## src/rtl/fifo_empty_if.sv

```systemverilog
// Read-side handshake bundle of the async FIFO: request, synchronised write pointer, and read-domain status.
interface fifo_empty_if #(
    parameter int unsigned ADDR_SIZE = 4
);
    logic                 rd_en;
    logic [ADDR_SIZE:0]   wr_ptr_addr_sync;
    logic                 empty;
    logic [ADDR_SIZE:0]   rd_addr_grey;
    logic [ADDR_SIZE-1:0] rd_addr_bin;
    logic                 underflow;
    logic [ADDR_SIZE:0]   rd_level;
    logic                 almost_empty;

    modport master (
        output rd_en,
        output wr_ptr_addr_sync,
        input  empty,
        input  rd_addr_grey,
        input  rd_addr_bin,
        input  underflow,
        input  rd_level,
        input  almost_empty
    );

    modport slave (
        input  rd_en,
        input  wr_ptr_addr_sync,
        output empty,
        output rd_addr_grey,
        output rd_addr_bin,
        output underflow,
        output rd_level,
        output almost_empty
    );
endinterface

```

## src/rtl/fifo_empty.sv

```systemverilog
// Async FIFO read-side pointer, registered empty flag and sticky underflow.
// Optional fill level / almost_empty enabled by defining FIFO_RD_LEVEL_EN.
module fifo_empty #(
    parameter int unsigned ADDR_SIZE = 4,
    parameter int unsigned AE_THRESH = 2
) (
    input logic         rd_clk,
    input logic         rd_rst,
    fifo_empty_if.slave rd_if
);
    localparam int unsigned PW = ADDR_SIZE + 1;

    if (AE_THRESH > (1 << ADDR_SIZE)) begin : g_thresh_check
        $error("fifo_empty: AE_THRESH exceeds FIFO depth");
    end

    logic [PW-1:0] rd_bin_r;
    logic [PW-1:0] rd_grey_r;
    logic [PW-1:0] rd_bin_next;
    logic [PW-1:0] rd_grey_next;
    logic          rd_accept;
    logic          empty_r;
    logic          underflow_r;

    always_comb begin
        rd_accept    = rd_if.rd_en & ~empty_r;
        rd_bin_next  = rd_bin_r + {{ADDR_SIZE{1'b0}}, rd_accept};
        rd_grey_next = (rd_bin_next >> 1) ^ rd_bin_next;
    end

    // Empty compares the next pointer with the current sync value, so the last read flags empty on its own edge.
    always_ff @(posedge rd_clk or posedge rd_rst) begin
        if (rd_rst) begin
            rd_bin_r    <= '0;
            rd_grey_r   <= '0;
            empty_r     <= 1'b1;
            underflow_r <= 1'b0;
        end else begin
            rd_bin_r    <= rd_bin_next;
            rd_grey_r   <= rd_grey_next;
            empty_r     <= (rd_grey_next == rd_if.wr_ptr_addr_sync);
            underflow_r <= underflow_r | (rd_if.rd_en & empty_r);
        end
    end

    assign rd_if.empty        = empty_r;
    assign rd_if.rd_addr_grey = rd_grey_r;
    assign rd_if.rd_addr_bin  = rd_bin_r[ADDR_SIZE-1:0];
    assign rd_if.underflow    = underflow_r;

`ifdef FIFO_RD_LEVEL_EN
    function automatic logic [PW-1:0] grey2bin(input logic [PW-1:0] g);
        logic [PW-1:0] b;
        b = '0;
        for (int unsigned i = 0; i < PW; i++) begin
            b[i] = ^(g >> i);
        end
        return b;
    endfunction

    logic [PW-1:0] wr_bin_s;
    logic [PW-1:0] level_next;
    logic [PW-1:0] rd_level_r;
    logic          almost_empty_r;

    // Level uses the registered write pointer, so it trails empty by one cycle and can only under-report.
    always_comb begin
        level_next = wr_bin_s - rd_bin_next;
    end

    always_ff @(posedge rd_clk or posedge rd_rst) begin
        if (rd_rst) begin
            wr_bin_s       <= '0;
            rd_level_r     <= '0;
            almost_empty_r <= 1'b1;
        end else begin
            wr_bin_s       <= grey2bin(rd_if.wr_ptr_addr_sync);
            rd_level_r     <= level_next;
            almost_empty_r <= (level_next <= PW'(AE_THRESH));
        end
    end

    assign rd_if.rd_level     = rd_level_r;
    assign rd_if.almost_empty = almost_empty_r;
`else
    assign rd_if.rd_level     = '0;
    assign rd_if.almost_empty = empty_r;
`endif
endmodule
```

## src/flat_wrapper.sv

```systemverilog
// flat-port wrapper written by rule: the top's interface ports become plain ports
module fifo_empty_flat 
#(
    parameter int unsigned ADDR_SIZE = 4,
    parameter int unsigned AE_THRESH = 2
)
  (rd_clk, rd_rst, rd_if_rd_en, rd_if_wr_ptr_addr_sync, rd_if_empty, rd_if_rd_addr_grey, rd_if_rd_addr_bin, rd_if_underflow, rd_if_rd_level, rd_if_almost_empty);
  fifo_empty_if #(.ADDR_SIZE(ADDR_SIZE)) rd_if_i ();
  input logic rd_clk;
  input logic rd_rst;
  input wire logic [$bits(rd_if_i.rd_en)-1:0] rd_if_rd_en;
  input wire logic [$bits(rd_if_i.wr_ptr_addr_sync)-1:0] rd_if_wr_ptr_addr_sync;
  output wire logic [$bits(rd_if_i.empty)-1:0] rd_if_empty;
  output wire logic [$bits(rd_if_i.rd_addr_grey)-1:0] rd_if_rd_addr_grey;
  output wire logic [$bits(rd_if_i.rd_addr_bin)-1:0] rd_if_rd_addr_bin;
  output wire logic [$bits(rd_if_i.underflow)-1:0] rd_if_underflow;
  output wire logic [$bits(rd_if_i.rd_level)-1:0] rd_if_rd_level;
  output wire logic [$bits(rd_if_i.almost_empty)-1:0] rd_if_almost_empty;
  assign rd_if_i.rd_en = rd_if_rd_en;
  assign rd_if_i.wr_ptr_addr_sync = rd_if_wr_ptr_addr_sync;
  assign rd_if_empty = rd_if_i.empty;
  assign rd_if_rd_addr_grey = rd_if_i.rd_addr_grey;
  assign rd_if_rd_addr_bin = rd_if_i.rd_addr_bin;
  assign rd_if_underflow = rd_if_i.underflow;
  assign rd_if_rd_level = rd_if_i.rd_level;
  assign rd_if_almost_empty = rd_if_i.almost_empty;
  fifo_empty #(.ADDR_SIZE(ADDR_SIZE), .AE_THRESH(AE_THRESH)) u_core (.rd_clk(rd_clk), .rd_rst(rd_rst), .rd_if(rd_if_i));
endmodule
```

## config.mk

```make
export PLATFORM = sky130hd
export DESIGN_NAME = fifo_empty_flat
export DESIGN_NICKNAME = d
export VERILOG_FILES = /design/src/rtl/fifo_empty_if.sv /design/src/rtl/fifo_empty.sv /design/src/flat_wrapper.sv
export SDC_FILE = /design/constraint.sdc
export NUM_CORES = 1
export LEC_CHECK = 0
export CELL_PAD_IN_SITES_DETAIL_PLACEMENT = 0
export CELL_PAD_IN_SITES_GLOBAL_PLACEMENT = 1
export CORE_MARGIN = 4
export CORE_UTILIZATION = 34
export CTS_CLUSTER_DIAMETER = 40
export DETAILED_ROUTE_END_ITERATION = 6
export PLACE_DENSITY = 0.89
export SYNTH_ARGS = -nofsm -noshare
export SYNTH_HDL_FRONTEND = slang
export SYNTH_SLANG_ARGS = --single-unit
```

## constraint.sdc

```tcl
create_clock -name rd_clk -period 4.89 [get_ports rd_clk]
set_input_delay 0.7335 -clock rd_clk [delete_from_list [all_inputs] [get_ports rd_clk]]
set_output_delay 0.7335 -clock rd_clk [all_outputs]
set_load 0.005 [all_outputs]
```

# Word-level counts from Yosys, hierarchy flattened
# Cells that the tools add are included.
# classes
bitwise	5
add_sub_neg	1
n_eq_ne	1
# op_table
operator	count
5-bit by 1-bit adder with 5-bit output	1
5-bit == test	1
4-bit by 5-bit bitwise XOR with 5-bit output	1
1-bit bitwise AND	2
1-bit NOT	1
1-bit OR	1
# totals
word_cells	11
ff_bits	12
inputBits	8

# Logic depth before layout (Yosys ltp)
# depth
ltp_word	5
depth_mapped	8
depth_no_buf	7

# Least setup slack after synthesis
# OpenSTA, ideal clock, no wires.
# synth_path
path_kind	input to register
startpoint	input port rd_if_rd_en
endpoint	register u_core.empty_r (netlist: u_core.rd_if.almost_empty)
path_stages	8
setup_ns	0.068
arrival_ns	2.184
path_buffers	1
path_slack_ns	2.638
path_cell_list	nor2b_1 -> ha_1 -> ha_1 -> buf_6 -> and4b_1 -> o21a_1 -> or3_1 -> a21oi_2
# synth_via
elab_chain_cells	4
# synth_rtl
item	line	source
start: declaration	flat_wrapper.sv:11	input wire logic [$bits(rd_if_i.rd_en)-1:0] rd_if_rd_en;
1-bit bitwise AND	fifo_empty.sv:26	rd_accept = rd_if.rd_en & ~empty_r;
5-bit by 1-bit adder with 5-bit output	fifo_empty.sv:27	rd_bin_next = rd_bin_r + {{ADDR_SIZE{1'b0}}, rd_accept};
4-bit by 5-bit bitwise XOR with 5-bit output	fifo_empty.sv:28	rd_grey_next = (rd_bin_next >> 1) ^ rd_bin_next;
5-bit == test	fifo_empty.sv:41	empty_r <= (rd_grey_next == rd_if.wr_ptr_addr_sync);
end signal: assignment	fifo_empty.sv:41	
end: declaration	fifo_empty.sv:22	logic empty_r;
# No other way between the ends.

# Worst setup path in the final report
# Same ends and word-level chain as after synthesis.

==> out/results.md <==
| Result | Value | Unit |
|---|---|---|
| Die H | 50.9 | um |
| Worst Setup End Kind | register | - |
| Result of the run | completed | - |
| Minimum clock period after layout | 2.63 | ns |
| RSZ-0062 raised after global routing | no | - |
| Share of the yosys chip area belonging to registers | 0.441 | - |
| Clk Tree Root Cell | clkbuf_4 | - |
| Endpoint required time on the critical path | 5.09 | ns |
| Maximum net fanout on the critical path | 6 | - |
| Die Area | 2590 | sq um |
| Area of the core region | 1750 | sq um |
| Hold_ws | 0.457 | ns |
| Max Cap Viol | 0 | - |
| Endpoints failing setup | 0 | - |
| Clock latency at the later pin of the worst-skew pair | 0.26 | ns |
| Placed Area | 802 | sq um |
| Worst-case setup slack after placement | 1.98 | ns |
| Critical path data arrival time | 2.82 | ns |
| Top cell type's share of synthesized area | 0.399 | - |
| Count of TritonRoute iterations in the first routing pass | 2 | - |
| Post-Route Skew | 0.00471 | ns |
| Lkg Pwr | 0.359 | nW |
| Post-synthesis sequential element count | 11 | - |
| # resized after CTS | 0 | - |
| Max Buffers Root-to-Sink | 2 | - |
| Final wirelength | 975 | um |
| Netlist Area Pre-Place | 627 | sq um |
| Number of pins with negative max-slew slack in the final report | 0 | - |
| # diodes | 0 | - |
| Port-buffer cells | 19 | - |
| Top Ports | 25 | - |
| Clk pin slew, worst setup/hold paths | 0.06 | ns |
| Synth area leaders | dfrtp_1 40%, xor2_1 9.8%, buf_4 7.2% | - |
| Highest attainable clock frequency | 0.381 | GHz |
| Gate count after technology mapping | 53 | - |
| Number of vias per cell after detailed routing | 4.22 | - |
| RePlAce Congestion | 0.716 | - |
| Global Route Usage Sum | 0.0874 | - |
| Via total after detailed routing | 409 | - |
| Total Nets Final | 83 | - |
| Detailed Route Iter0 Violations | 2 | - |
| Die X-Extent | 50.9 | um |
| Yosys cell types | 26 | - |
| Total of hold buffers inserted after clock tree synthesis | 0 | - |
| Remaining global-route overflow | 0 | - |
| Post-DRT Antenna Nets | 0 | - |
| Number of buffers created by CTS | 3 | - |
| Average wire per cell in the routed design | 10.1 | um |
| Mapped Avg Cell Area | 11.8 | sq um |
| Placement Rows | 15 | - |
| Critical path's top delay family | simple AND/OR/NAND/NOR gates | - |
| Layout-stage area growth over the synthesis result | 32.1 | % |
| Delay of the slowest cell on the worst path | 0.47 | ns |
| Nature of the critical path startpoint | input pin | - |
| Cells along the critical path | clkdlybuf4s50_1 -> nor2b_1 -> ha_1 -> ha_1 -> and4b_1 -> o21a_1 -> or3_1 -> a21oi_2 | - |
| Fraction of final layout cells sized beyond drive strength 1 | 0.0694 | - |
| Clock tree from TritonCTS | done | - |
| Total Power | 543 | uW |
| Clock H-tree levels | 1 | - |
| CP Class | in2reg | - |
| First-pass GRT wire length | 1.70 | mm |
| Power density relative to cell area | 656 | nW/um^2 |
| Area leader, netlist | dfrtp_1 | - |
| Antenna violations before repair | 0 | - |
| Post-route design area | 828 | sq um |
| Synth warnings | 0 | - |
| Most common cell after layout, fill and taps aside | clkdlybuf4s50_1 | - |
| DRC violations left | 0 | - |
| Setup WS post-layout | 2.26 | ns |
| CP max stage cell | clkdlybuf4s50_1 | - |
| Cell seen most often among critical-path stages | ha_1 | - |
| Sum of negative setup slack | 0 | ns |
| Number of sinks on the clock net | 11 | - |
| Final worst-path cycle share | 0.537 | - |
| Initial Util | 0.359 | - |
| HPWL reported at the end of detailed placement | 834 | um |
| Post-CTS Setup Bufs | 0 | - |
| Most used cells in the layout excluding fill and tap cells | 19 x clkdlybuf4s50_1, 10 x dfrtp_1, 7 x xor2_1, 5 x xnor2_1, 5 x conb_1 | - |
| Count of endpoints failing hold in the final timing report | 0 | - |
| Number of global-route vias before repair | 399 | - |
| Critical path buffer and inverter count | 1 | - |
| Largest net degree at the start of global routing | 12 | - |
| Path type of the worst min-delay path | reg2reg | - |
| Largest voltage drop on the vdd net | 0.257 | mV |
[where the power goes]
group	total, mW	internal [mW]	switching [mW]	leakage, nW
Combinational	0.302	0.186	0.117	0.216
Sequential	0.182	0.141	0.0405	0.128
Clock	0.0591	0.0315	0.0276	0.0150
[routing by layer]
metal	wire [um]	GRT usage	vias to the layer above
met4	10	0.0538	0
met1	419	0.113	181
li1	-	-	204
met2	434	0.127	22
met3	110	0.0262	2
met5	0	0	-
[cells in the mapped netlist]
master    count
dfrtp_1      10
xor2_1        7
buf_4         6
xnor2_1       5
a21boi_0      2
ha_1          2
nand3_1       2
a21o_1        1
a21oi_2       1
a31oi_1       1
and3_1        1
and4b_1       1
buf_2         1
buf_6         1
conb_1        1
dfstp_2       1
inv_1         1
nor2_1        1
nor2b_1       1
nor3_1        1
o211ai_1      1
o21a_1        1
o21ai_0       1
or3_1         1
xnor3_1       1
xor3_1        1
[state kept, by name (all words and copies together) (netlist names)]
register	cells
u_core.rd_if.rd_addr_grey	4
u_core.rd_if.almost_empty	1
u_core.rd_bin_r	5
u_core.rd_if.underflow	1
[cells by family after synthesis]
kind of cell               after synthesis  share of synthesized area
AOI/OAI and AO/OA                        8                     0.0918
xor gates and xnor gates                14                      0.242
adders and majority gates                2                     0.0399
buffers and inverters                    9                      0.104
DFF                                     11                      0.441
other                                    1                    0.00598
and+or+nand+nor                          8                     0.0759
[through the flow]
stage,instances,util
2_1_floorplan,57,-
3_3_place_gp,93,0.459
3_5_place_dp,93,0.459
4_1_cts,97,0.475
5_1_grt,97,0.475
6_report,97,0.475
[worst reg2reg max path: stages (launching register included)]
cell	delay [ns]
dfstp_2	0.54
nor2b_1	0.05
ha_1	0.24
ha_1	0.29
a21boi_0	0.16
o21a_1	0.21
or3_1	0.36
a21oi_2	0.13
[worst paths after layout]
path	slack, ns	start	depth (start not counted)	end
min reg2reg	0.46	u_core.rd_if.underflow$_DFF_PP0_	1	u_core.rd_if.underflow$_DFF_PP0_
max reg2reg	2.85	u_core.rd_if.almost_empty$_DFF_PP1_	7	u_core.rd_if.almost_empty$_DFF_PP1_
min in group asynchronous	0.76	rd_rst	2	u_core.rd_bin_r[0]$_DFF_PP0_
min	0.46	u_core.rd_if.underflow$_DFF_PP0_	1	u_core.rd_if.underflow$_DFF_PP0_
max	2.26	rd_if_rd_en	8	u_core.rd_if.almost_empty$_DFF_PP1_
max in group asynchronous	3.81	rd_rst	2	u_core.rd_if.almost_empty$_DFF_PP1_
[layout make-up]
class | instances | area [sq um]
well taps | 25 | 31.3
clock buffers | 4 | 26.3
fillers | 171 | 917
flip-flops and latches | 11 | 277
multi-input cells | 37 | 300
repair buffers | 19 | 190
inverters | 1 | 3.75
(Power assumes the default switching activity.)
